## src/rtl/mem_arbiter_pkg.sv

```systemverilog
// Shared types and constants for the fetch/data memory arbiter.
// State encoding, grant ids and the latched downstream request record.
package mem_arb_pkg;

    localparam logic [1:0] IDLE = 2'd0;
    localparam logic [1:0] REQ  = 2'd1;
    localparam logic [1:0] WAIT = 2'd2;

    typedef enum logic [1:0] {
        ST_IDLE = IDLE,
        ST_REQ  = REQ,
        ST_WAIT = WAIT
    } state_e;

    localparam logic GNT_IMEM = 1'b0;
    localparam logic GNT_DMEM = 1'b1;

    localparam logic [3:0] MASK_WORD = 4'b1111;

    typedef struct packed {
        logic [31:0] addr;
        logic        wen;
        logic [31:0] wdata;
        logic [3:0]  mask;
    } mem_req_t;

    function automatic logic [31:0] word_align(input logic [31:0] a);
        return {a[31:2], 2'b00};
    endfunction

endpackage

```

## src/rtl/mem_arbiter_if.sv

```systemverilog
// Fetch, data and downstream memory channels of the arbiter.
// slave = arbiter view; master = hart plus memory model view.
interface mem_arbiter_if;

    logic        i_imem_req_valid;
    logic        o_imem_req_ready;
    logic [31:0] i_imem_addr;
    logic        o_imem_resp_valid;
    logic [31:0] o_imem_rdata;

    logic        i_dmem_req_valid;
    logic        o_dmem_req_ready;
    logic [31:0] i_dmem_addr;
    logic        i_dmem_wen;
    logic [31:0] i_dmem_wdata;
    logic [3:0]  i_dmem_mask;
    logic        o_dmem_resp_valid;
    logic [31:0] o_dmem_rdata;

    logic        o_mem_req_valid;
    logic        i_mem_req_ready;
    logic [31:0] o_mem_addr;
    logic        o_mem_wen;
    logic [31:0] o_mem_wdata;
    logic [3:0]  o_mem_mask;
    logic        i_mem_resp_valid;
    logic [31:0] i_mem_rdata;

    modport slave (
        input  i_imem_req_valid, i_imem_addr,
        output o_imem_req_ready, o_imem_resp_valid, o_imem_rdata,
        input  i_dmem_req_valid, i_dmem_addr, i_dmem_wen, i_dmem_wdata, i_dmem_mask,
        output o_dmem_req_ready, o_dmem_resp_valid, o_dmem_rdata,
        output o_mem_req_valid, o_mem_addr, o_mem_wen, o_mem_wdata, o_mem_mask,
        input  i_mem_req_ready, i_mem_resp_valid, i_mem_rdata
    );

    modport master (
        output i_imem_req_valid, i_imem_addr,
        input  o_imem_req_ready, o_imem_resp_valid, o_imem_rdata,
        output i_dmem_req_valid, i_dmem_addr, i_dmem_wen, i_dmem_wdata, i_dmem_mask,
        input  o_dmem_req_ready, o_dmem_resp_valid, o_dmem_rdata,
        input  o_mem_req_valid, o_mem_addr, o_mem_wen, o_mem_wdata, o_mem_mask,
        output i_mem_req_ready, i_mem_resp_valid, i_mem_rdata
    );

endinterface

```

## src/rtl/mem_arbiter_rr_arb2.sv

```systemverilog
// Two-way round-robin picker: bit0 = fetch, bit1 = data, one-hot grant.
// Latency: combinational. Backpressure: none, pure function of req and last.
// On contention the port that was not granted last wins.
module rr_arb2 (
    input  logic [1:0] req_i,
    input  logic       last_i,
    output logic [1:0] gnt_o
);
    import mem_arb_pkg::*;

    always_comb begin
        gnt_o = req_i;
        if (req_i == 2'b11) begin
            gnt_o = (last_i == GNT_DMEM) ? 2'b01 : 2'b10;
        end
    end

endmodule

```

## src/rtl/mem_arbiter.sv

```systemverilog
// Shares one multi-cycle memory between fetch and load/store, one transaction at a time.
// Latency: accept at T, downstream valid at T+1, response pulse at T+3 at best.
// Backpressure: requester readys only in IDLE; downstream request held until i_mem_req_ready.
module mem_arbiter #(
    parameter bit DMEM_FIRST = 1'b1
) (
    input  logic          i_clk,
    input  logic          i_rst_n,
    mem_arbiter_if.slave  bus,
    output logic          o_busy
);
    import mem_arb_pkg::*;

    localparam logic LAST_INIT = DMEM_FIRST ? GNT_IMEM : GNT_DMEM;

    state_e      state_q;
    mem_req_t    req_q, req_d;
    logic        gnt_q, last_q;
    logic        mem_req_vld_q, busy_q;
    logic        imem_resp_q, dmem_resp_q;
    logic [31:0] imem_rdata_q, dmem_rdata_q;
    logic [1:0]  gnt;
    logic        accept_ok, handshake;

    rr_arb2 u_rr (
        .req_i  ({bus.i_dmem_req_valid, bus.i_imem_req_valid}),
        .last_i (last_q),
        .gnt_o  (gnt)
    );

    // Gating with reset keeps the readys low while the block is held in reset.
    assign accept_ok            = i_rst_n && (state_q == ST_IDLE);
    assign bus.o_imem_req_ready = accept_ok & gnt[0];
    assign bus.o_dmem_req_ready = accept_ok & gnt[1];
    assign handshake            = accept_ok & (|gnt);

    always_comb begin
        req_d = '0;
        if (gnt[1]) begin
            req_d.addr  = word_align(bus.i_dmem_addr);
            req_d.wen   = bus.i_dmem_wen;
            req_d.wdata = bus.i_dmem_wdata;
            req_d.mask  = bus.i_dmem_mask;
        end else begin
            req_d.addr  = word_align(bus.i_imem_addr);
            req_d.mask  = MASK_WORD;
        end
    end

    always_ff @(posedge i_clk or negedge i_rst_n) begin
        if (!i_rst_n) begin
            state_q       <= ST_IDLE;
            req_q         <= '0;
            gnt_q         <= GNT_IMEM;
            last_q        <= LAST_INIT;
            mem_req_vld_q <= 1'b0;
            busy_q        <= 1'b0;
            imem_resp_q   <= 1'b0;
            dmem_resp_q   <= 1'b0;
            imem_rdata_q  <= '0;
            dmem_rdata_q  <= '0;
        end else begin
            imem_resp_q <= 1'b0;
            dmem_resp_q <= 1'b0;
            unique case (state_q)
                ST_IDLE: begin
                    if (handshake) begin
                        req_q         <= req_d;
                        gnt_q         <= gnt[1] ? GNT_DMEM : GNT_IMEM;
                        last_q        <= gnt[1] ? GNT_DMEM : GNT_IMEM;
                        mem_req_vld_q <= 1'b1;
                        busy_q        <= 1'b1;
                        state_q       <= ST_REQ;
                    end
                end
                ST_REQ: begin
                    if (bus.i_mem_req_ready) begin
                        mem_req_vld_q <= 1'b0;
                        state_q       <= ST_WAIT;
                    end
                end
                ST_WAIT: begin
                    if (bus.i_mem_resp_valid) begin
                        if (gnt_q == GNT_DMEM) begin
                            dmem_resp_q  <= 1'b1;
                            dmem_rdata_q <= req_q.wen ? 32'd0 : bus.i_mem_rdata;
                        end else begin
                            imem_resp_q  <= 1'b1;
                            imem_rdata_q <= bus.i_mem_rdata;
                        end
                        busy_q  <= 1'b0;
                        state_q <= ST_IDLE;
                    end
                end
                default: state_q <= ST_IDLE;
            endcase
        end
    end

    assign bus.o_mem_req_valid   = mem_req_vld_q;
    assign bus.o_mem_addr        = req_q.addr;
    assign bus.o_mem_wen         = req_q.wen;
    assign bus.o_mem_wdata       = req_q.wdata;
    assign bus.o_mem_mask        = req_q.mask;
    assign bus.o_imem_resp_valid = imem_resp_q;
    assign bus.o_imem_rdata      = imem_rdata_q;
    assign bus.o_dmem_resp_valid = dmem_resp_q;
    assign bus.o_dmem_rdata      = dmem_rdata_q;
    assign o_busy                = busy_q;

endmodule

```

## src/flat_wrapper.sv

```systemverilog
// flat-port wrapper written by rule: the top's interface ports become plain ports
module mem_arbiter_flat import mem_arb_pkg::*;
#(
    parameter bit DMEM_FIRST = 1'b1
)
  (i_clk, i_rst_n, o_busy, bus_i_imem_req_valid, bus_i_imem_addr, bus_o_imem_req_ready, bus_o_imem_resp_valid, bus_o_imem_rdata, bus_i_dmem_req_valid, bus_i_dmem_addr, bus_i_dmem_wen, bus_i_dmem_wdata, bus_i_dmem_mask, bus_o_dmem_req_ready, bus_o_dmem_resp_valid, bus_o_dmem_rdata, bus_o_mem_req_valid, bus_o_mem_addr, bus_o_mem_wen, bus_o_mem_wdata, bus_o_mem_mask, bus_i_mem_req_ready, bus_i_mem_resp_valid, bus_i_mem_rdata);
  mem_arbiter_if bus_i ();
  input  logic i_clk;
  input  logic i_rst_n;
  output logic o_busy;
  input wire logic [$bits(bus_i.i_imem_req_valid)-1:0] bus_i_imem_req_valid;
  input wire logic [$bits(bus_i.i_imem_addr)-1:0] bus_i_imem_addr;
  output wire logic [$bits(bus_i.o_imem_req_ready)-1:0] bus_o_imem_req_ready;
  output wire logic [$bits(bus_i.o_imem_resp_valid)-1:0] bus_o_imem_resp_valid;
  output wire logic [$bits(bus_i.o_imem_rdata)-1:0] bus_o_imem_rdata;
  input wire logic [$bits(bus_i.i_dmem_req_valid)-1:0] bus_i_dmem_req_valid;
  input wire logic [$bits(bus_i.i_dmem_addr)-1:0] bus_i_dmem_addr;
  input wire logic [$bits(bus_i.i_dmem_wen)-1:0] bus_i_dmem_wen;
  input wire logic [$bits(bus_i.i_dmem_wdata)-1:0] bus_i_dmem_wdata;
  input wire logic [$bits(bus_i.i_dmem_mask)-1:0] bus_i_dmem_mask;
  output wire logic [$bits(bus_i.o_dmem_req_ready)-1:0] bus_o_dmem_req_ready;
  output wire logic [$bits(bus_i.o_dmem_resp_valid)-1:0] bus_o_dmem_resp_valid;
  output wire logic [$bits(bus_i.o_dmem_rdata)-1:0] bus_o_dmem_rdata;
  output wire logic [$bits(bus_i.o_mem_req_valid)-1:0] bus_o_mem_req_valid;
  output wire logic [$bits(bus_i.o_mem_addr)-1:0] bus_o_mem_addr;
  output wire logic [$bits(bus_i.o_mem_wen)-1:0] bus_o_mem_wen;
  output wire logic [$bits(bus_i.o_mem_wdata)-1:0] bus_o_mem_wdata;
  output wire logic [$bits(bus_i.o_mem_mask)-1:0] bus_o_mem_mask;
  input wire logic [$bits(bus_i.i_mem_req_ready)-1:0] bus_i_mem_req_ready;
  input wire logic [$bits(bus_i.i_mem_resp_valid)-1:0] bus_i_mem_resp_valid;
  input wire logic [$bits(bus_i.i_mem_rdata)-1:0] bus_i_mem_rdata;
  assign bus_i.i_imem_req_valid = bus_i_imem_req_valid;
  assign bus_i.i_imem_addr = bus_i_imem_addr;
  assign bus_o_imem_req_ready = bus_i.o_imem_req_ready;
  assign bus_o_imem_resp_valid = bus_i.o_imem_resp_valid;
  assign bus_o_imem_rdata = bus_i.o_imem_rdata;
  assign bus_i.i_dmem_req_valid = bus_i_dmem_req_valid;
  assign bus_i.i_dmem_addr = bus_i_dmem_addr;
  assign bus_i.i_dmem_wen = bus_i_dmem_wen;
  assign bus_i.i_dmem_wdata = bus_i_dmem_wdata;
  assign bus_i.i_dmem_mask = bus_i_dmem_mask;
  assign bus_o_dmem_req_ready = bus_i.o_dmem_req_ready;
  assign bus_o_dmem_resp_valid = bus_i.o_dmem_resp_valid;
  assign bus_o_dmem_rdata = bus_i.o_dmem_rdata;
  assign bus_o_mem_req_valid = bus_i.o_mem_req_valid;
  assign bus_o_mem_addr = bus_i.o_mem_addr;
  assign bus_o_mem_wen = bus_i.o_mem_wen;
  assign bus_o_mem_wdata = bus_i.o_mem_wdata;
  assign bus_o_mem_mask = bus_i.o_mem_mask;
  assign bus_i.i_mem_req_ready = bus_i_mem_req_ready;
  assign bus_i.i_mem_resp_valid = bus_i_mem_resp_valid;
  assign bus_i.i_mem_rdata = bus_i_mem_rdata;
  mem_arbiter #(.DMEM_FIRST(DMEM_FIRST)) u_core (.i_clk(i_clk), .i_rst_n(i_rst_n), .bus(bus_i), .o_busy(o_busy));
endmodule
```

## config.mk

```make
export PLATFORM = sky130hd
export DESIGN_NAME = mem_arbiter_flat
export DESIGN_NICKNAME = d
export VERILOG_FILES = /design/src/rtl/mem_arbiter_pkg.sv /design/src/rtl/mem_arbiter_if.sv /design/src/rtl/mem_arbiter_rr_arb2.sv /design/src/rtl/mem_arbiter.sv /design/src/flat_wrapper.sv
export SDC_FILE = /design/constraint.sdc
export NUM_CORES = 1
export LEC_CHECK = 0
export ABC_AREA = 1
export ABC_CLOCK_PERIOD_IN_PS = 3990
export BUFFER_PORTS_ARGS = -buffer_cell sky130_fd_sc_hd__buf_2
export CAP_MARGIN = 20
export CELL_PAD_IN_SITES_DETAIL_PLACEMENT = 0
export CELL_PAD_IN_SITES_GLOBAL_PLACEMENT = 2
export CORE_UTILIZATION = 27
export CTS_BUF_LIST = sky130_fd_sc_hd__clkbuf_16
export CTS_CLUSTER_DIAMETER = 200
export CTS_CLUSTER_SIZE = 28
export DETAILED_ROUTE_END_ITERATION = 8
export HOLD_SLACK_MARGIN = 0.02
export PLACE_DENSITY_LB_ADDON = 0.15
export SETUP_SLACK_MARGIN = 0.3
export SYNTH_ARGS = -nofsm -noshare
export SYNTH_HDL_FRONTEND = slang
export SYNTH_SLANG_ARGS = --single-unit
```

## constraint.sdc

```tcl
create_clock -name i_clk -period 3.99 [get_ports i_clk]
set_clock_uncertainty 0.15 [all_clocks]
set_input_delay 0.1995 -clock i_clk [delete_from_list [all_inputs] [get_ports i_clk]]
set_output_delay 0.1995 -clock i_clk [all_outputs]
set_load 0.02 [all_outputs]
```

# ---- Yosys cells after proc, flatten, opt, wreduce, memory -nomap -nowiden
# Cells that the tools add are included.
dict set report totals {
  wordCells 55
  mem_bits_rw 0
  memories 0
  inputBits 139
  latchBits 0
  register_bits 140
  romBits 0
}
dict set report op_classes {
  eq_ne 6
  addsub 0
  mul 0
  n_reduce_logical 11
  div 0
  mux 22
  n_shift 0
  magnitude_cmp 0
  bitwise 4
}
# operator n
set ops {}
lappend ops {{32-bit two-way mux} 2}
lappend ops {{33-bit two-way mux} 1}
lappend ops {{3-bit AND reduction} 5}
lappend ops {{1-bit two-way mux} 10}
lappend ops {{2-bit two-way mux} 5}
lappend ops {{2-bit case mux with 3 select lines} 1}
lappend ops {{2-bit == test, second input constant} 2}
lappend ops {{4-bit two-way mux} 1}
lappend ops {{2-bit inequality test, second input constant} 2}
lappend ops {{1-bit case mux with 2 select lines} 2}
lappend ops {{2-bit nonzero test} 2}
lappend ops {{1-bit bitwise AND} 3}
lappend ops {{2-bit by 1-bit == test with 1-bit output, second input constant} 1}
lappend ops {{2-bit logical NOT} 1}
lappend ops {{2-bit by 1-bit inequality test with 1-bit output, second input constant} 1}
lappend ops {{2-bit AND reduction} 1}
lappend ops {{2-bit OR reduction} 1}
lappend ops {{1-bit logical AND} 1}
lappend ops {{1-bit NOT} 1}

# ---- Depth between registers and ports, before layout
# Gate-level depths: netlist of run 1.
dict set report depth {
  word_depth 6
  mapped_depth 8
}

# ---- Hierarchy
# Synthesis of run 1 repeated with hierarchy kept, for this count alone.
dict set report unflattened {
  cells_unflattened 717
  area_unflattened_um2 5866.9
}
# module area_each_um2 cells_per_inst n_inst
set modules_own_cells {}
lappend modules_own_cells {mem_arbiter 5845.6 712 1}
lappend modules_own_cells {rr_arb2 21.3 5 1}

# ---- Least setup slack after synthesis of run 1
# OpenSTA, ideal clock, no wires.
dict set report synth_timing {
  kind {reg-to-output}
  from {register u_core.state_q[1]}
  to {output bus_o_dmem_req_ready}
  path_buffers 1
  setup_slack_ps 2623
  arrival_time_ps 1017
  stages_incl_launch_ff 7
  cell_sequence {dfrtp_1 -> nor2_1 -> nand2_1 -> inv_1 -> nand2_1 -> inv_2 -> buf_4}
}
dict set report synth_via {
  elab_chain_len 3
}
# item line_no
set synth_rtl {}
lappend synth_rtl {{start, declared} mem_arbiter.sv:16} ;# state_e state_q;
lappend synth_rtl {{start signal, assigned} mem_arbiter.sv:52} ;# state_q <= ST_IDLE;
lappend synth_rtl {{start signal, assigned} mem_arbiter.sv:73} ;# state_q <= ST_REQ;
lappend synth_rtl {{start signal, assigned} mem_arbiter.sv:79} ;# state_q <= ST_WAIT;
lappend synth_rtl {{2-bit logical NOT} mem_arbiter.sv:32} ;# assign accept_ok = i_rst_n && (state_q == ST_IDLE);
lappend synth_rtl {{1-bit logical AND} mem_arbiter.sv:32}
lappend synth_rtl {{1-bit bitwise AND} mem_arbiter.sv:34} ;# assign bus.o_dmem_req_ready = accept_ok & gnt[1];
lappend synth_rtl {{end, declared} flat_wrapper.sv:21} ;# output wire logic [$bits(bus_i.o_dmem_req_ready)-1:0] bus_o_dmem_req_ready;
# No other way between the ends.

==> run_results.csv, run 1 <==
group,metric,value,unit
route,drt_iter0_markers,213,
critical_path,rr_endpoint,"u_core.bus.o_mem_wdata[29]$_DFFE_PN0P_",
synth,synthDistinctLibCells,16,
synth,synthCells,698,
clocking,cts_root_buffer,"clkbuf_16",
route,wl,19300,um
power_and_ir_drop,p_per_area,763,nW/um2
clocking,cts.sink_count,138,
critical_path,r2r_cells,9,
sta,period_share,70.4,%
final_layout,antenna_cells,0,
die,fp.dieH,148,um
sta,setup_viol,0,
power_and_ir_drop,peakVddDrop,0.288,mV
sta,timing.final.hold_violations,0,
die,row_count,52,
synth,yosysTopAreaCell,"dfrtp_1",
die,io_pins,278,
synth,ys_seq_elements,138,
route,vias,5833,
status,status,"finished, final reports clean",
clocking,clkTransAtPathRegs,0.06,ns
sta,tightest_slew,0.918,ns
grt,grt_pass1_vias,6072,
run,drv_cap,0,
route,ant_nets,0,
clocking,clk-insertion-delay-late,0.41,ns
critical_path,startpoint_type,"flop",
synth,ys_warn_count,0,
synth,ys_seq_area_share,60.2,%
placement,port_buffers,271,
sta,slew-limit-headroom,38.7,%
clocking,cts_tree,"done",
critical_path,crit_required,3.64,ns
sta,slew_violations,0,
critical_path,crit_type,"flop to output pin",
clocking,post-cts-setup-buffers,0,
synth,synth_area,5730,um2
critical_path,r2r_start,"u_core.gnt_q$_DFFE_PN0P_",
grt,gr-total-overflow,0,
route,vias_per_cell,4.24,
final_layout,fin_nets,1231,
grt,grt_max_degree,67,
sta,max_freq,356,MHz
placement,gp_congestion,0.730,
route,drc,0,
hold_path,hold_path.class,"input pin to async pin",
die,initial_utilization,28.0,%
clocking,cts_hold_buf,132,
power_and_ir_drop,p_leak,5.27,nW
die,dieArea,21800,um2
sta,setup_tns,0,ns
die,core_area,20500,um2
critical_path,endpoint_kind,"output pin",
grt,antenna_found_initial,1,
grt,grt_pass1_wl,31500,um
clocking,cts_buffer_depth,2,
final_layout,fillCellCount,2090,
sta,min_period,2.81,ns
clocking,htree_num_levels,4,
route,wl_per_cell,14.0,um
synth,synth.top_cell.area_share,60.2,%
synth,synth.area.top_cells,"dfrtp_1 (60%), nand2_1 (28%), o21ai_0 (3.6%)",
route,first_pass_iters,7,
grt,grt_usage,18.5,%
clocking,cts_buffers,17,
critical_path,crit_arrival,2.46,ns
critical_path,cp_max_fo,35,
placement,dp_hpwl,12500,um
final_layout,area_growth,61.3,%
sta,fin_hold_ws,0.0850,ns
clocking,cts_resized,0,
die,die-width,148,um
synth,avgSynthCellArea,8.21,um2
critical_path,r2r_setup_slack,1.53,ns
final_layout,drive_above_1_share,29.0,%
sta,rsz0062_at_grt,"false",
-- sequential cells by signal, indices dropped and copies added, names as in the netlist --
signal                        cells
u_core.bus.o_mem_wdata           32
u_core.bus.o_imem_resp_valid      1
u_core.bus.o_imem_rdata          32
u_core.gnt_q                      1
u_core.bus.o_mem_mask             4
u_core.bus.o_mem_req_valid        1
u_core.bus.o_dmem_resp_valid      1
u_core.state_q                    2
u_core.bus.o_mem_addr            30
u_core.o_busy                     1
u_core.bus.o_mem_wen              1
u_core.bus.o_dmem_rdata          32
-- stage by stage --
stage	worst slack (ns)	std cells	area (um2)	utilization, %	power [W]
after floorplan	2.62	699	5740	-	0.00415
after global placement	1.42	1211	7300	35.6	0.00529
after detailed placement	1.40	1211	7300	35.6	0.00529
after CTS	1.09	1375	9250	45.1	0.00716
after global routing	0.903	1375	9250	45.1	0.00756
final	1.18	1375	9250	45.1	0.00706
-- critical path: stages (launching register included) --
cell     delay [ns]
dfrtp_1        0.43
nand2_1        0.10
nand2_2        0.38
inv_2          0.13
buf_4          0.33
nand2_1        0.14
inv_2          0.29
buf_2          0.23
-- per-layer routing --
metal	share of wire, %	vias to the layer above	global-route usage (%)
li1	-	2937	-
met1	44	2672	22.9
met2	47	196	30.5
met3	7.0	26	5.37
met4	1.8	2	6.70
met5	0.067	-	0
-- layout by cell type, fill, tap and decap left out, types with 2 or more instances in the layout --
cell type | Yosys | final
buf_2 | 16 | 270
buf_4 | 11 | 10
bufinv_16 | 0 | 4
clkbuf_16 | 0 | 17
clkinv_4 | 0 | 3
clkinvlp_4 | 0 | 3
conb_1 | 1 | 2
dfrtp_1 | 138 | 138
dlygate4sd3_1 | 0 | 132
inv_1 | 7 | 8
inv_2 | 5 | 5
inv_6 | 0 | 2
nand2_1 | 424 | 424
nand3_1 | 33 | 33
nor2_1 | 4 | 4
nor2_4 | 2 | 2
o21ai_0 | 41 | 41
-- worst max path at each step --
stage	endpoint	cells after the start	slack, ns	from
2_1_floorplan	bus_o_dmem_req_ready	6	2.62	u_core.state_q[1]$_DFFE_PN0P_
3_3_place_gp	u_core.bus.o_mem_addr[12]$_DFFE_PN0P_	8	1.42	i_rst_n
3_5_place_dp	u_core.bus.o_mem_mask[3]$_DFFE_PN0P_	8	1.40	i_rst_n
4_1_cts	bus_o_dmem_req_ready	7	1.09	u_core.gnt_q$_DFFE_PN0P_
5_1_grt	bus_o_dmem_req_ready	7	0.90	u_core.gnt_q$_DFFE_PN0P_
6_report	bus_o_dmem_req_ready	7	1.18	u_core.gnt_q$_DFFE_PN0P_
-- cell type report --
cell class | count | area (um2) | share of cell area [%]
multi-input cells | 510 | 2030 | 22.0
repair buffers | 413 | 2760 | 29.8
clock inverters | 15 | 199 | 2.15
well taps | 270 | 338 | 3.65
clock buffers | 17 | 425 | 4.60
inverters | 12 | 45.0 | 0.487
flip-flops and latches | 138 | 3450 | 37.3
-- cell usage after synthesis, drive strengths merged --
| cell type | n |
|---|---|
| nand2 | 425 |
| dfrtp | 138 |
| o21ai | 41 |
| nand3 | 33 |
| buf | 27 |
| clkbuf | 12 |
| inv | 12 |
| nor2 | 7 |
| a21oi | 1 |
| conb | 1 |
| o22ai | 1 |
-- cell families after synthesis --
kind of cell / after synthesis / share of synthesized area (%)
DFF: 138 / 60.2
buffers and inverters: 51 / 4.41
and+or+nand+nor: 465 / 31.5
other: 1 / 0.0654
AOI/OAI and AO/OA: 43 / 3.78
-- power by group --
group / leakage [nW] / internal, W / switching [W]
Sequential: 1.76 / 0.00208 / 0.000339
Combinational: 3.22 / 0.000995 / 0.00196
Clock: 0.299 / 0.00105 / 0.000630
Total: 5.27 / 0.00412 / 0.00293
No activity file was read; power rests on OpenSTA's default activity.
==> run 2: changes to the inputs <==
- ABC_CLOCK_PERIOD_IN_PS: 3990 -> 2350
- CORE_UTILIZATION: 27 -> 22
- clock period: 3.99 -> 2.35 ns (I/O delays scaled with it)
==> run_results.csv, run 2 (synthesized netlist as in run 1, its figures left out) <==
group,metric,value,unit
run,drv_cap,0,
route,ant_nets,0,
critical_path,path_buf_inv,3,
final_layout,antenna_cells,0,
clocking,cts_tree,"done",
critical_path,startpoint_type,"flop",
critical_path,rr_endpoint,"u_core.bus.o_mem_addr[7]$_DFFE_PN0P_",
clocking,cts.sink_count,138,
sta,timing.final.hold_violations,0,
route,vias_per_cell,4.05,
final_layout,area_growth,63.9,%
hold_path,worstHoldStart,"bus_i_dmem_req_valid",
sta,period_share,81.0,%
sta,setup_viol,0,
sta,worst_slack,0.448,ns
final_layout,final_area,9390,um2
sta,setup_tns,0,ns
placement,pre_cts_ws,0.476,ns
clocking,cts_buffers,17,
die,die-width,163,um
critical_path,critical-path-top-delay-family,"buffers and inverters",
hold_path,whs_path_depth,5,
clocking,clkTransAtPathRegs,0.06,ns
sta,tightest_slew,0.778,ns
final_layout,drive_above_1_share,29.5,%
placement,gp_congestion,0.716,
critical_path,endpoint_kind,"flop",
critical_path,cp_common_cell,"nand2_1",
hold_path,hold_end,"u_core.gnt_q$_DFFE_PN0P_",
route,first_pass_iters,5,
sta,slew-limit-headroom,48.2,%
grt,antenna_found_initial,0,
sta,slew_violations,0,
route,drt_iter0_markers,215,
critical_path,crit_slowest_cell,"dlygate4sd3_1",
clocking,cts_root_buffer,"clkbuf_16",
final_layout,fillCellCount,2735,
grt,grt_max_degree,140,
die,core_area,25400,um2
grt,grt_usage,16.0,%
critical_path,r2r_start,"u_core.gnt_q$_DFFE_PN0P_",
clocking,clk-insertion-delay-late,0.40,ns
final_layout,fin_nets,1240,
clocking,htree_num_levels,4,
clocking,cts_buffer_depth,2,
die,initial_utilization,22.6,%
critical_path,r2r_setup_slack,0.45,ns
critical_path,crit_arrival,2.10,ns
critical_path,r2r_cells,9,
route,vias,5855,
final_layout,final_common_cell,"nand2_1",
grt,gr-total-overflow,0,
critical_path,crit_type,"flop to flop",
grt,grt_pass1_vias,6218,
status,status,"finished, final reports clean",
sta,max_freq,526,MHz
route,wl_per_cell,14.5,um
critical_path,crit_required,2.55,ns
route,drc,0,
critical_path,critical-path-max-stage-delay,0.54,ns
placement,postPlaceCellArea,7450,um2
die,fp.dieH,163,um
grt,grt_pass1_wl,33000,um
critical_path,cp_cell_sequence,"nand2_1, nand2_2, inv_2, buf_6, nand2_1, nand2_1, dlygate4sd3_1, nand2_1, nand2_1",
sta,rsz0062_at_grt,"true",
final_layout,layout_common_cells,"nand2_1 (424), buf_2 (270), dfrtp_1 (138)",
sta,min_period,1.90,ns
power_and_ir_drop,peakVddDrop,0.480,mV
power_and_ir_drop,p_leak,5.30,nW
route,wl,20900,um
die,row_count,58,
placement,dp_hpwl,13500,um
power_and_ir_drop,p_per_area,1260,nW/um2
critical_path,cp_max_fo,31,
placement,port_buffers,271,
die,dieArea,26700,um2
die,io_pins,278,
hold_path,hold_path.class,"input pin to flop",
-- run 2: report_power, final --
| part | leakage (nW) | internal (W) | switching, W |
|---|---|---|---|
| Sequential | 1.76 | 0.00353 | 0.000583 |
| Clock | 0.275 | 0.00157 | 0.00111 |
| Combinational | 3.27 | 0.00168 | 0.00338 |
-- run 2: metrics by stage --
step,cells,total power [W],util (%),hold slack (ns)
after floorplan,699,0.00705,-,-0.328
after global placement,1275,0.00909,29.3,0.164
final,1444,0.0118,37.0,0.0557
after detailed placement,1275,0.00909,29.3,0.166
after CTS,1439,0.0120,36.8,0.0367
after global routing,1444,0.0127,37.0,0.0789
-- run 2: repair_timing --
item	CTS	global route
hold endpoints to repair	273	0
gates resized for setup	2	3
hold buffers	132	0
buffers inserted	0	5
endpoints found under the setup margin	1	2
-- run 2: final cells by class --
type	instances	area [um2]	share of cell area, %
Sequential cell	138	3450	36.8
Timing Repair Buffer	422	2870	30.6
Multi-Input combinational cell	510	2030	21.6
Clock buffer	17	425	4.53
Tap cell	330	413	4.40
Clock inverter	15	150	1.60
Inverter	12	50.0	0.533
-- run 2: worst max path at each step --
stage	startpoint	endpoint	slack, ns	cells after the start
after CTS	u_core.state_q[0]$_DFFE_PN0P_	bus_o_dmem_req_ready	0.30	6
final	u_core.gnt_q$_DFFE_PN0P_	u_core.bus.o_mem_addr[7]$_DFFE_PN0P_	0.45	9
after floorplan	u_core.state_q[1]$_DFFE_PN0P_	u_core.bus.o_mem_addr[10]$_DFFE_PN0P_	0.99	7
after detailed placement	u_core.state_q[0]$_DFFE_PN0P_	u_core.state_q[0]$_DFFE_PN0P_	0.48	6
after global routing	u_core.gnt_q$_DFFE_PN0P_	u_core.bus.o_mem_addr[7]$_DFFE_PN0P_	0.26	9
after global placement	u_core.state_q[0]$_DFFE_PN0P_	u_core.state_q[0]$_DFFE_PN0P_	0.49	6
-- run 2: tightest hold or removal path, delay by kind of cell --
kind	cells	cell delay, ns
simple gates	3	0.28
buf+inv	2	0.17
-- run 2: routing by layer --
layer	part of all wire, %	vias to the layer above	GRT usage (%)
li1	-	2959	-
met1	45	2702	19.4
met2	48	177	27.8
met3	6.0	17	4.11
met4	1.2	0	4.63
met5	0	-	0
==> run 3: changes to the inputs <==
- ABC_CLOCK_PERIOD_IN_PS: 2350 -> 1950
- CORE_UTILIZATION: 22 -> 25
- clock period: 2.35 -> 1.95 ns (I/O delays scaled with it)
==> run_results.csv, run 3 (synthesized netlist as in run 1, its figures left out) <==
group,metric,value,unit
status,status,"finished, final reports clean",
critical_path,crit_type,"flop to output pin",
power_and_ir_drop,p_total,0.0149,W
route,wl,20600,um
hold_path,hold_path.class,"input pin to async pin",
critical_path,critical-path-top-delay-family,"flip-flops",
route,vias,5947,
clocking,clkTransAtPathRegs,0.06,ns
final_layout,drive_above_1_share,31.4,%
die,row_count,55,
grt,antenna_found_initial,1,
placement,gp_congestion,0.706,
placement,port_buffers,271,
die,die-width,153,um
route,first_pass_iters,4,
power_and_ir_drop,p_leak,5.52,nW
clocking,cts_buffer_depth,2,
grt,gr-total-overflow,0,
grt,grt_pass1_wl,32200,um
sta,setup_tns,0,ns
critical_path,startpoint_type,"flop",
critical_path,crit_required,1.70,ns
critical_path,endpoint_kind,"output pin",
sta,rsz0062_at_grt,"true",
die,core_area,22600,um2
critical_path,path_buf_inv,4,
route,drt_iter0_markers,191,
sta,min_period,1.67,ns
die,io_pins,278,
power_and_ir_drop,p_per_area,1520,nW/um2
clocking,cts.sink_count,138,
power_and_ir_drop,peakVddDrop,0.510,mV
final_layout,final_common_cell,"nand2_1",
route,drc,0,
placement,dp_hpwl,12900,um
clocking,cts_root_buffer,"clkbuf_16",
grt,grt_max_degree,79,
clocking,clk-insertion-delay-late,0.41,ns
final_layout,fin_nets,1264,
grt,grt_usage,17.3,%
critical_path,cp_max_fo,2,
grt,grt_pass1_vias,6058,
sta,max_freq,601,MHz
die,dieArea,23500,um2
run,drv_cap,0,
sta,setup_viol,0,
critical_path,crit_slowest_cell,"dfrtp_1",
critical_path,cp_cell_sequence,"nor2_2, nand2_2, inv_2, nand2_2, inv_2, buf_12, buf_8",
critical_path,crit_arrival,1.42,ns
clocking,cts_tree,"done",
clocking,htree_num_levels,4,
sta,timing.final.hold_violations,0,
sta,period_share,85.4,%
critical_path,critical-path-max-stage-delay,0.39,ns
route,ant_nets,0,
final_layout,layout_common_cells,"nand2_1 (422), buf_2 (268), dfrtp_1 (137)",
sta,slew-limit-headroom,46.2,%
final_layout,area_growth,71.1,%
route,wl_per_cell,14.5,um
die,initial_utilization,25.4,%
route,vias_per_cell,4.18,
sta,tightest_slew,0.806,ns
sta,slew_violations,0,
clocking,cts_buffers,17,
die,fp.dieH,153,um
-- run 3: changes by cell type in the layout (fill, tap and decap cells not counted), sizes merged --
cell / before / now
bufbuf: 0 / 1
clkbuf: 17 / 22
clkinvlp: 5 / 3
diode: 0 / 1
bufinv: 2 / 4
dlygate4sd3: 132 / 134
buf: 290 / 306
-- run 3: tightest hold or removal path: cells and delay by family --
kind | cells | cell delay [ns]
buf+inv | 3 | 1.09
-- run 3: what timing repair did --
action,CTS,global route
gates resized for setup,9,21
cloned,1,7
endpoints found under the hold margin,274,0
setup buffers,7,5
endpoints found under the setup margin,6,96
pin swaps,3,2
hold buffers,134,0
-- run 3: routing by layer --
metal | track usage [%] | share of wire [%] | vias up
li1 | - | - | 3009
met1 | 21.4 | 45 | 2738
met2 | 29.3 | 48 | 192
met3 | 5.19 | 6.2 | 8
met4 | 4.52 | 0.67 | 0
met5 | 0 | 0 | -
-- run 3: power breakdown --
| part | switching, W | total (W) | internal, W |
|---|---|---|---|
| logic | 0.00418 | 0.00653 | 0.00235 |
| registers | 0.000681 | 0.00494 | 0.00426 |
| clock network | 0.00131 | 0.00345 | 0.00214 |
| total | 0.00617 | 0.0149 | 0.00875 |
-- run 3: cell type report --
| cell class | instances | area, um2 |
|---|---|---|
| flip-flops and latches | 138 | 3450 |
| multi-input cells | 510 | 2050 |
| clock inverters | 15 | 195 |
| clock buffers | 17 | 425 |
| repair buffers | 446 | 3270 |
| fillers | 2309 | 12800 |
| inverters | 12 | 60.1 |
| well taps | 285 | 357 |
| diodes | 1 | 2.50 |
-- run 3: final timing paths --
path	start	end	slack, ns	depth (start not counted)
min in group i_clk	bus_i_dmem_wdata[6]	u_core.bus.o_mem_wdata[6]$_DFFE_PN0P_	0.26	4
worst min-delay path	i_rst_n	u_core.bus.o_mem_addr[29]$_DFFE_PN0P_	0.22	3
worst min register to register	u_core.bus.o_mem_mask[0]$_DFFE_PN0P_	u_core.bus.o_mem_mask[0]$_DFFE_PN0P_	0.32	2
worst max register to register	u_core.state_q[1]$_DFFE_PN0P_	u_core.bus.o_mem_wdata[2]$_DFFE_PN0P_	0.32	8
worst max-delay path	u_core.state_q[1]$_DFFE_PN0P_	bus_o_dmem_req_ready	0.28	7
max in group asynchronous	i_rst_n	u_core.bus.o_imem_rdata[20]$_DFFE_PN0P_	0.73	3
-- run 3: per-stage QoR --
stage | cells | hold slack (ns) | utilization [%] | area (um2) | setup slack, ns
2_1_floorplan | 699 | -0.348 | - | 5740 | 0.592
3_3_place_gp | 1236 | 0.142 | 33.0 | 7450 | 0.293
3_5_place_dp | 1236 | 0.144 | 33.0 | 7450 | 0.227
4_1_cts | 1410 | 0.236 | 42.2 | 9520 | 0.204
5_1_grt | 1423 | 0.254 | 43.4 | 9800 | 0.185
6_report | 1424 | 0.223 | 43.4 | 9810 | 0.285
